## config.mk

```make
export PLATFORM = sky130hd
export DESIGN_NAME = bcd_updown_counter
export DESIGN_NICKNAME = d
export VERILOG_FILES = /design/src/rtl/bcd_updown_counter.sv
export SDC_FILE = /design/constraint.sdc
export NUM_CORES = 1
export LEC_CHECK = 0
export BUFFER_PORTS_ARGS = -buffer_cell sky130_fd_sc_hd__buf_2
export CAP_MARGIN = 10
export CORE_MARGIN = 4
export CORE_UTILIZATION = 58
export CTS_CLUSTER_DIAMETER = 120
export DETAILED_ROUTE_END_ITERATION = 6
export PLACE_DENSITY_LB_ADDON = 0.08
export SKIP_LAST_GASP = 1
export SLEW_MARGIN = 25
export SYNTH_ARGS = -nofsm -noshare
export SYNTH_HDL_FRONTEND = slang
export SYNTH_SLANG_ARGS = --single-unit
```

## constraint.sdc

```tcl
create_clock -name clk -period 1.9 [get_ports clk]
set_input_delay 0.095 -clock clk [delete_from_list [all_inputs] [get_ports clk]]
set_output_delay 0.095 -clock clk [all_outputs]
set_load 0.05 [all_outputs]
```

## src/rtl/bcd_updown_counter.sv

```systemverilog
// bcd_updown_counter: up/down modulo-MODULUS counter with load, enable,
// wrap/saturate limit handling, a terminal-count pulse, and a sequential
// double-dabble converter presenting the count as packed BCD digits.
module bcd_updown_counter #(
  parameter int unsigned WIDTH    = 8,
  parameter int unsigned MODULUS  = 200,
  parameter int unsigned DIGITS   = 3,
  parameter int unsigned SATURATE = 0
) (
  input  logic                  clk,
  input  logic                  reset,
  input  logic                  en,
  input  logic                  up,
  input  logic                  load,
  input  logic [WIDTH-1:0]      d,
  output logic [WIDTH-1:0]      q,
  output logic                  tc,
  output logic [4*DIGITS-1:0]   bcd,
  output logic                  bcd_valid,
  output logic                  busy
);

  localparam int unsigned BW = 4 * DIGITS;
  localparam int unsigned SW = BW + WIDTH;
  localparam int unsigned XW = WIDTH + 1;
  localparam int unsigned IW = $clog2(WIDTH + 1);

  localparam logic [WIDTH-1:0] MAX_Q    = WIDTH'(MODULUS - 1);
  localparam logic [XW-1:0]    MOD_X    = XW'(MODULUS);
  localparam logic [IW-1:0]    LAST_IT  = IW'(WIDTH - 1);

  typedef enum logic {IDLE = 1'b0, CONV = 1'b1} state_t;

  // Counter state
  logic [WIDTH-1:0] q_q, q_d;
  logic             tc_q, tc_d;

  // Converter state
  state_t           state_q, state_d;
  logic [WIDTH-1:0] snap_q, snap_d;
  logic [SW-1:0]    sh_q, sh_d;
  logic [IW-1:0]    iter_q, iter_d;
  logic [BW-1:0]    bcd_q, bcd_d;
  logic             bcd_valid_q, bcd_valid_d;
  logic [SW-1:0]    dabble_step;

  // Counter next state: load beats enable; limits either wrap or hold
  always_comb begin
    q_d  = q_q;
    tc_d = 1'b0;
    if (load) begin
      q_d = (XW'(d) >= MOD_X) ? MAX_Q : d;
    end else if (en) begin
      if (up) begin
        if (q_q == MAX_Q) begin
          tc_d = 1'b1;
          if (SATURATE == 0) q_d = '0;
        end else begin
          q_d = q_q + WIDTH'(1);
        end
      end else begin
        if (q_q == '0) begin
          tc_d = 1'b1;
          if (SATURATE == 0) q_d = MAX_Q;
        end else begin
          q_d = q_q - WIDTH'(1);
        end
      end
    end
  end

  // Counter registers
  always_ff @(posedge clk) begin
    if (reset) begin
      q_q  <= '0;
      tc_q <= 1'b0;
    end else begin
      q_q  <= q_d;
      tc_q <= tc_d;
    end
  end

  // One double-dabble iteration: add 3 to every BCD nibble >= 5, then shift
  always_comb begin
    logic [SW-1:0] adj;
    adj = sh_q;
    for (int k = 0; k < int'(DIGITS); k++) begin
      if (adj[WIDTH+4*k +: 4] >= 4'd5) begin
        adj[WIDTH+4*k +: 4] = adj[WIDTH+4*k +: 4] + 4'd3;
      end
    end
    dabble_step = adj << 1;
  end

  // Converter state register
  always_ff @(posedge clk) begin
    if (reset) begin
      state_q <= IDLE;
    end else begin
      state_q <= state_d;
    end
  end

  // Converter next state: start on a new count, finish after WIDTH iterations
  always_comb begin
    state_d = state_q;
    case (state_q)
      IDLE:    if (q_q != snap_q) state_d = CONV;
      CONV:    if (iter_q == LAST_IT) state_d = IDLE;
      default: state_d = IDLE;
    endcase
  end

  // Converter datapath: snapshot/preload in IDLE, iterate and publish in CONV
  always_comb begin
    snap_d      = snap_q;
    sh_d        = sh_q;
    iter_d      = iter_q;
    bcd_d       = bcd_q;
    bcd_valid_d = 1'b0;
    case (state_q)
      IDLE: begin
        if (q_q != snap_q) begin
          snap_d = q_q;
          sh_d   = SW'(q_q);
          iter_d = '0;
        end
      end
      CONV: begin
        sh_d   = dabble_step;
        iter_d = iter_q + IW'(1);
        if (iter_q == LAST_IT) begin
          bcd_d       = dabble_step[SW-1 -: BW];
          bcd_valid_d = 1'b1;
        end
      end
      default: ;
    endcase
  end

  // Converter datapath registers; reset aborts any conversion in flight
  always_ff @(posedge clk) begin
    if (reset) begin
      snap_q      <= '0;
      sh_q        <= '0;
      iter_q      <= '0;
      bcd_q       <= '0;
      bcd_valid_q <= 1'b0;
    end else begin
      snap_q      <= snap_d;
      sh_q        <= sh_d;
      iter_q      <= iter_d;
      bcd_q       <= bcd_d;
      bcd_valid_q <= bcd_valid_d;
    end
  end

  assign q         = q_q;
  assign tc        = tc_q;
  assign bcd       = bcd_q;
  assign bcd_valid = bcd_valid_q;
  assign busy      = (state_q == CONV);

endmodule

```

# --- After elaboration in Yosys (flattened, before gate mapping) ---
# Index checks and enable logic that the tools add are counted.
# Widths: inputs -> output; s select.
totals:
  latch_bits: 0
  romBits: 0
  n_memories: 0
  register_bits: 55
  wordCells: 50
  ramBits: 0
  out_inout_bits: 23
op_classes:
  shift: 0
  muxes: 20
  n_eq_ne: 4
  multipliers: 0
  addsub: 6
  n_div: 0
  reduce_logical: 6
  order_cmp: 4
  bitwise_logic: 2
op_table:
  columns: ["op", "count"]
  rows:
  - ["$mux 8", 6]
  - ["$pmux 20 s2", 1]
  - ["$mux 20", 1]
  - ["$ge 4x3->1 const B", 3]
  - ["$mux 4", 3]
  - ["$add 4x2->4 const B", 2]
  - ["$add 8x1->8 const B", 1]
  - ["$eq 8x8->1 const B", 1]
  - ["$ge 8x8->1 const B", 1]
  - ["$logic_not 8->1", 1]
  - ["$ne 8x8->1", 1]
  - ["$pmux 4 s2", 1]
  - ["$sub 8x1->8 const B", 1]
  - ["$mux 1", 6]
  - ["$add 4x1->4 const B", 1]
  - ["$eq 4x3->1 const B", 1]
  - ["$reduce_and 2->1", 2]
  - ["$add 3x2->3 const B", 1]
  - ["$mux 3", 1]
  - ["$reduce_or 3->1", 1]
  - ["$ne 2x2->1 const B", 1]
  - ["$not 1->1", 2]
  - ["$pmux 1 s2", 1]
  - ["$reduce_bool 2->1", 1]
  - ["$reduce_or 2->1", 1]

# --- Logic depth before layout (Yosys ltp) ---
# Gate-level depths: netlist of the first run.
logic_depth:
  word_depth: 5
  depth_mapped: 8
  ltp_nobuf: 7

# --- Worst setup path before layout of the first run ---
# Ideal clock, no wire load.
synth_timing:
  path_kind: "register to register"
  from: "register q_q[0], in the netlist q[0]"
  to: "register q_q[2], in the netlist q[2]"
  setup_ns: 0.087
  path_stages_with_launch: 9
  slack_ns: -0.117
  t_required_ns: 1.813
  arrival_time_ns: 1.930
  cell_sequence: "dfxtp_1 > buf_6 > inv_1 > ha_1 > or4b_4 > nor2_1 > nor2_1 > a221o_1 > o31ai_1"
synth_between:
  elab_chain_len: 5
  word_cells_on_any_way: 9
  classes_between: "add/sub (2); eq/ne (1); mux (5); reduce/logical (1)"
synth_lines:
  columns: ["element", "line", "rtl"]
  rows:
  - ["start, declared", "35", "logic [WIDTH-1:0] q_q, q_d;"]
  - ["start signal, assigned", "78", "q_q <= q_d;"]
  - ["$sub 8x1->8, or another cell as far along", "66", "q_d = q_q - WIDTH'(1);"]
  - ["$mux 8 (on tied branches)", "62, 55", null]
  - ["$mux 8 *", "54", "if (up) begin"]
  - ["$mux 8 *", "53", "end else if (en) begin"]
  - ["$mux 8 *", "51", "if (load) begin"]
# Mark *: on every way between the ends. The rest lies on a longest branch, timed or not. The select of a mux whose other input is x is not followed.
# A chain may end at the register's enable or synchronous reset.

# --- Worst setup path after layout of the first run ---
# Same ends and word-level chain as after synthesis.

==> flow_summary.toml, run 1 <==
[cells_and_area]
areaGrowthSynthToFinish_pct = 14.43
finalNetCount = 422
multi_input_comb_area_mm2 = 0.001682
ratio_of_cells_with_drive_above_1_in_the_final_layout_pct = 21.00
antennaDiodeCount = 0
seqCellArea_mm2 = 0.001110
finish.utilization_pct = 69.82
final.fill_count = 405
design_area_mm2 = 0.003363

[logic_synthesis]
synth-async-reset-ratio_pct = 0
post_synth_inst_count = 364
synth_top_cells_by_area = "dfxtp_1 (37%), a21oi_1 (6.3%), nand2_1 (6.3%)"
postSynthRegisterBits = 55
synth_top_area_cell = "dfxtp_1"
synth_top_flop_cell = "dfxtp_1"
yosysUniqueCellTypes = 50
syn_nets = 387
count_leader_synth = "dfxtp_1"
synth_warnings = 0
syn-cell-area_mm2 = 0.002939
netlist.area_leader.share_pct = 37.46
ys_top_cells_by_count = "dfxtp_1 (55), nand2_1 (49), a21oi_1 (37), nor2_1 (35), clkbuf_1 (17)"
synthesis.area_per_instance_um2 = 8.074
synth_edf_count = 0
synth-seq-area-share_pct = 37.46

[global_routing]
vias_in_the_first_global_route = 2435
pin_count_of_the_biggest_net_entering_global_routing = 33
overflow = 0
gr-usage-all-layers_pct = 22.78
grt_antenna_before_repair = 0
global_route.usage.met2_pct = 34.93
grt_first_pass_wirelength_um = 11530
groute.layer.met3.usage_pct = 4.989
grt.busiest_layer = "met2"
met1_track_demand_over_resource_in_global_routing_pct = 33.31

[floorplanning]
boundaryPins = 36
start_util_pct = 61.01
placement_rows = 25
full_die_area_mm2 = 0.006270
die_w_um = 79.19
core_region_area_mm2 = 0.004817
die_h_um = 79.19

[status]
outcome = "complete, no violations"

[power_and_ir_drop]
fin_total_pwr_mw = 2.557
ir_drop_mv = 0.5908
power_per_cell_area_mw_per_mm2 = 760.3
leakagePower_nw = 1.302

[setup_path]
r2r-start = "q[0]"
timing.critical_path.to_type = "register"
worst-endpoint-arrival_ns = 2.03
worstPathRequired_ns = 2.10
worst-path-max-fanout = 11
worst_setup_path_start_kind = "register"
crit_type = "register to register"
timing.rr.end = "q[2]"
reg2reg_slack_ns = 0.07
worst-r2r-cell-count = 7

[timing]
timing.setup.tns_ns = 0
hold_violations = 0
post-route-min-period_ns = 1.834
clock.fmax_mhz = 545.2
worst-slew-pin-transition_ns = 0.4926
timing.clock.skew_ns = 0.01068
layout_setup_ws_ns = 0.06564
slew_viol_final = 0
timing.final.crit_share_pct = 96.55
setup_violations = 0
max_slew_margin_pct = 67.16

[hold_path]
hold-path-cell-count = 3
min_to = "q[5]"
min-delay-start = "d[5]"
min-delay-path-class = "primary input to register"

[place]
dpl_worst_slack_ns = 0.06668
dpl.hpwl_um = 4908
globalplace.congestion = 0.9264
placement.cell_area_mm2 = 0.003224
total_of_buffers_placed_on_input_and_output_ports = 35

[route]
route.vias.total = 2659
detail-route-antenna-nets = 0
initialDrtViolationCount = 219
remaining_drc_errors = 0
drt-total-wl_um = 6792
drt_pre_antenna_iters = 4
via_per_inst = 5.694
routed_wire_length_per_instance_um = 14.54

[clocking]
insertion_delay_ns = 0.31
clock_sinks = 55
cts-buffers-inserted = 5
h-tree-depth = 2
root_buffer = "clkbuf_8"
clock_tree_from_tritoncts = "built"
clockBufferDepth = 2
worst_setup_hold_path_clk_slew_ns = 0.09

[run]
maxCapViolations = 0
flip-flops by register name, summed over array words and instances (netlist names):
signal / flops
snap_q: 8
bcd: 12
tc: 1
busy: 1
sh_q: 20
iter_q: 4
bcd_valid: 1
q: 8
per-layer routing:
layer  wire [um]  vias to the layer above  part of all wire, %
li1            -                     1349                    -
met1        3374                     1231                   50
met2        2954                       75                   43
met3         437                        4                  6.4
met4          25                        0                 0.37
met5           0                        -                    0
stage by stage:
step / hold slack, ns / cells
after floorplan: 0.2361 / 364
after global placement: 0.3645 / 458
after detailed placement: 0.3683 / 458
after CTS: 0.03833 / 466
after global routing: 0.05696 / 467
final: 0.05553 / 467
worst max-delay path: stages, from the launching register on:
cell,delay [ns]
dfxtp_4,0.39
inv_2,0.08
ha_1,0.13
or4b_4,0.49
nor2_2,0.13
nor2_1,0.08
a221o_1,0.33
o31ai_1,0.08
how the worst max path moves through the flow:
stage	startpoint	endpoint	depth (start not counted)
4_1_cts	q[0]	q[2]	7
3_3_place_gp	q[0]	q[5]	7
6_report	q[0]	q[2]	7
2_1_floorplan	q[0]	q[2]	8
3_5_place_dp	q[0]	q[2]	7
5_1_grt	q[0]	q[2]	7
cells in the final DEF, fill, tap and decap left out, drive strengths merged, types with 2 or more instances in the layout:
cell,n
dfxtp,55
buf,54
nand2,49
a21oi,37
nor2,36
o21ai,18
xnor2,16
nand3,16
a311oi,13
inv,12
ha,10
mux2i,9
nand2b,8
clkbuf,8
nor3,7
a31oi,4
nand4,4
or2,4
nor3b,3
a211oi,3
nor2b,3
o211ai,3
and3,3
or4,2
o31ai,2
a41oi,2
xor2,2
a211o,2
nor4,2
o21ba,2
area by class of cell:
| type | instances | area share [%] |
|---|---|---|
| Timing Repair Buffer | 54 | 10.19 |
| Multi-Input combinational cell | 271 | 50.00 |
| Sequential cell | 55 | 33.00 |
| Inverter | 12 | 1.339 |
| Tap cell | 67 | 2.493 |
| Clock buffer | 8 | 2.976 |
what timing repair did:
action	in CTS	in global routing
hold endpoints to repair	0	0
resized for setup	0	7
hold buffers	0	0
setup buffers	0	1
setup endpoints to repair	0	23
report_power, final:
part | internal, mW | switching, mW | total (mW)
combinational | 0.231 | 0.370 | 0.601
clock | 0.333 | 0.361 | 0.694
sequential | 1.20 | 0.0580 | 1.26
total | 1.77 | 0.789 | 2.56
cells by family after synthesis:
group / after synthesis / synth area share, %
xor+xnor: 18 / 5.364
simple gates: 141 / 23.63
mux: 9 / 3.065
compound gates: 93 / 20.39
flops: 55 / 37.46
buf+inv: 38 / 5.832
fa+ha+maj: 10 / 4.257
No activity file was read; power rests on OpenSTA's default activity.
==> run 2, diff against run 1 <==
CELL_PAD_IN_SITES_DETAIL_PLACEMENT = 0   (was unset)
CELL_PAD_IN_SITES_GLOBAL_PLACEMENT = 1   (was unset)
CORE_UTILIZATION = 43   (was 58)
==> flow_summary.toml, run 2 (synthesized netlist as in run 1, its figures left out) <==
[hold_path]
min_to = "q[5]"
min-delay-path-class = "primary input to register"
hold-path-cell-count = 3
min-delay-start = "d[5]"

[clocking]
insertion_delay_ns = 0.31
h-tree-depth = 2
root_buffer = "clkbuf_8"
cts-buffers-inserted = 5
holdBufCountCts = 0
clock_sinks = 55
worst_setup_hold_path_clk_slew_ns = 0.10
clock_tree_from_tritoncts = "built"
clockBufferDepth = 2

[power_and_ir_drop]
power_per_cell_area_mw_per_mm2 = 739.3
power_switching_mw = 0.8225
leakagePower_nw = 1.321
fin_total_pwr_mw = 2.516
switching_share_pct = 32.69
power.clock.fraction_pct = 25.6
share_seq_of_total_power_pct = 49.9
ir_drop_mv = 0.3781
pwr-share-comb_pct = 24.5
power_report.internal_total_mw = 1.693

[place]
total_of_buffers_placed_on_input_and_output_ports = 35
placement.cell_area_mm2 = 0.003282
globalplace.congestion = 0.8725
dpl.hpwl_um = 5411

[global_routing]
pin_count_of_the_biggest_net_entering_global_routing = 27
overflow = 0
vias_in_the_first_global_route = 2507
grt_first_pass_wirelength_um = 12610
grt_antenna_before_repair = 0
gr-usage-all-layers_pct = 18.64

[timing]
timing.setup.tns_ns = 0
timing.final.crit_share_pct = 95.47
setup_violations = 0
timing.clock.skew_ns = 0.01129
max_slew_margin_pct = 71.54
clock.fmax_mhz = 551.3
slew_viol_final = 0
post-route-min-period_ns = 1.814
worst-slew-pin-transition_ns = 0.4225
hold_violations = 0

[cells_and_area]
register_with_the_highest_flop_count = "sh_q"
finalNetCount = 429
areaGrowthSynthToFinish_pct = 15.79
mostFrequentLayoutCell = "dfxtp_1"
multi_input_comb_area_mm2 = 0.001679
antennaDiodeCount = 0
ratio_of_cells_with_drive_above_1_in_the_final_layout_pct = 22.41
seqCellArea_mm2 = 0.001112
final.fill_count = 634
largest_register_ff_count = 20
design_area_mm2 = 0.003403
most-common-layout-cells = "dfxtp_1 (50), nand2_1 (49), a21oi_1 (37)"

[route]
detail-route-antenna-nets = 0
via_per_inst = 5.412
drt-total-wl_um = 7335
remaining_drc_errors = 0
drt_pre_antenna_iters = 4
route.vias.total = 2614
initialDrtViolationCount = 109
routed_wire_length_per_instance_um = 15.19

[floorplanning]
placement_rows = 29
die_w_um = 90.68
die_h_um = 90.68
boundaryPins = 36
core_region_area_mm2 = 0.006495
start_util_pct = 45.25
full_die_area_mm2 = 0.008222

[setup_path]
timing.critical_path.to_type = "register"
worst-r2r-cell-count = 6
timing.rr.end = "q[5]"
worst-endpoint-arrival_ns = 2.00
worstPathRequired_ns = 2.09
crit_type = "register to register"
r2r-start = "q[0]"
reg2reg_slack_ns = 0.09
worst-path-max-fanout = 8
worst_setup_path_start_kind = "register"

[run]
maxCapViolations = 0

[status]
outcome = "complete, no violations"
==> run 2: how the worst max path moves through the flow <==
stage	startpoint	end	slack, ns
6_report	q[0]	q[5]	0.09
5_1_grt	q[0]	q[5]	-0.009
4_1_cts	q[0]	q[5]	0.04
3_5_place_dp	q[0]	q[2]	0.06
3_3_place_gp	q[1]	q[5]	0.11
2_1_floorplan	q[0]	q[2]	0.01
==> run 2: power groups by stage <==
stage / registers (mW) / logic, mW / clock network (mW)
after global placement: 1.29 / 0.590 / 0
after CTS: 1.26 / 0.594 / 0.668
after floorplan: 1.33 / 0.375 / 0
after detailed placement: 1.29 / 0.591 / 0
final: 1.26 / 0.616 / 0.644
after global routing: 1.26 / 0.680 / 0.712
==> run 2: repair_timing <==
action	4_1_cts	5_1_grt
endpoints found under the setup margin	0	4
resized for setup	0	10
setup buffers	0	2
==> run 2: worst max-delay path, cell delays in order, from the launching register on <==
cell and delay (ns):
dfxtp_4 0.36, buf_4 0.16, or4_4 0.57, o22ai_4 0.19, a21boi_1 0.09, a311oi_1 0.25
a211oi_1 0.08
==> run 2: cell type report <==
| type | instances | share of cell area, % |
|---|---|---|
| clock buffer | 5 | 2.022 |
| clock inverter | 2 | 0.4044 |
| inverter | 12 | 1.471 |
| multi-input combinational | 271 | 49.34 |
| sequential | 55 | 32.68 |
| tap | 77 | 2.831 |
| timing repair buffer | 61 | 11.25 |
==> run 2: metal layers <==
metal  up-vias  part of all wire [%]  GRT usage, %
li1       1364                     -             -
met1      1212                    54         29.44
met2        36                    43         25.76
met3         2                   2.2         3.333
met4         0                  0.52         4.209
met5         -                     0             0
==> run 2: per-stage QoR <==
stage	hold slack (ns)	std cells	setup slack [ns]	utilization, %
floorplan	0.2361	364	0.01220	-
global placement	0.3716	474	0.1092	50.53
detailed placement	0.3931	474	0.05784	50.53
CTS	0.05728	481	0.04457	51.80
global route	0.07288	483	-0.009478	52.40
finish	0.05198	483	0.08606	52.40
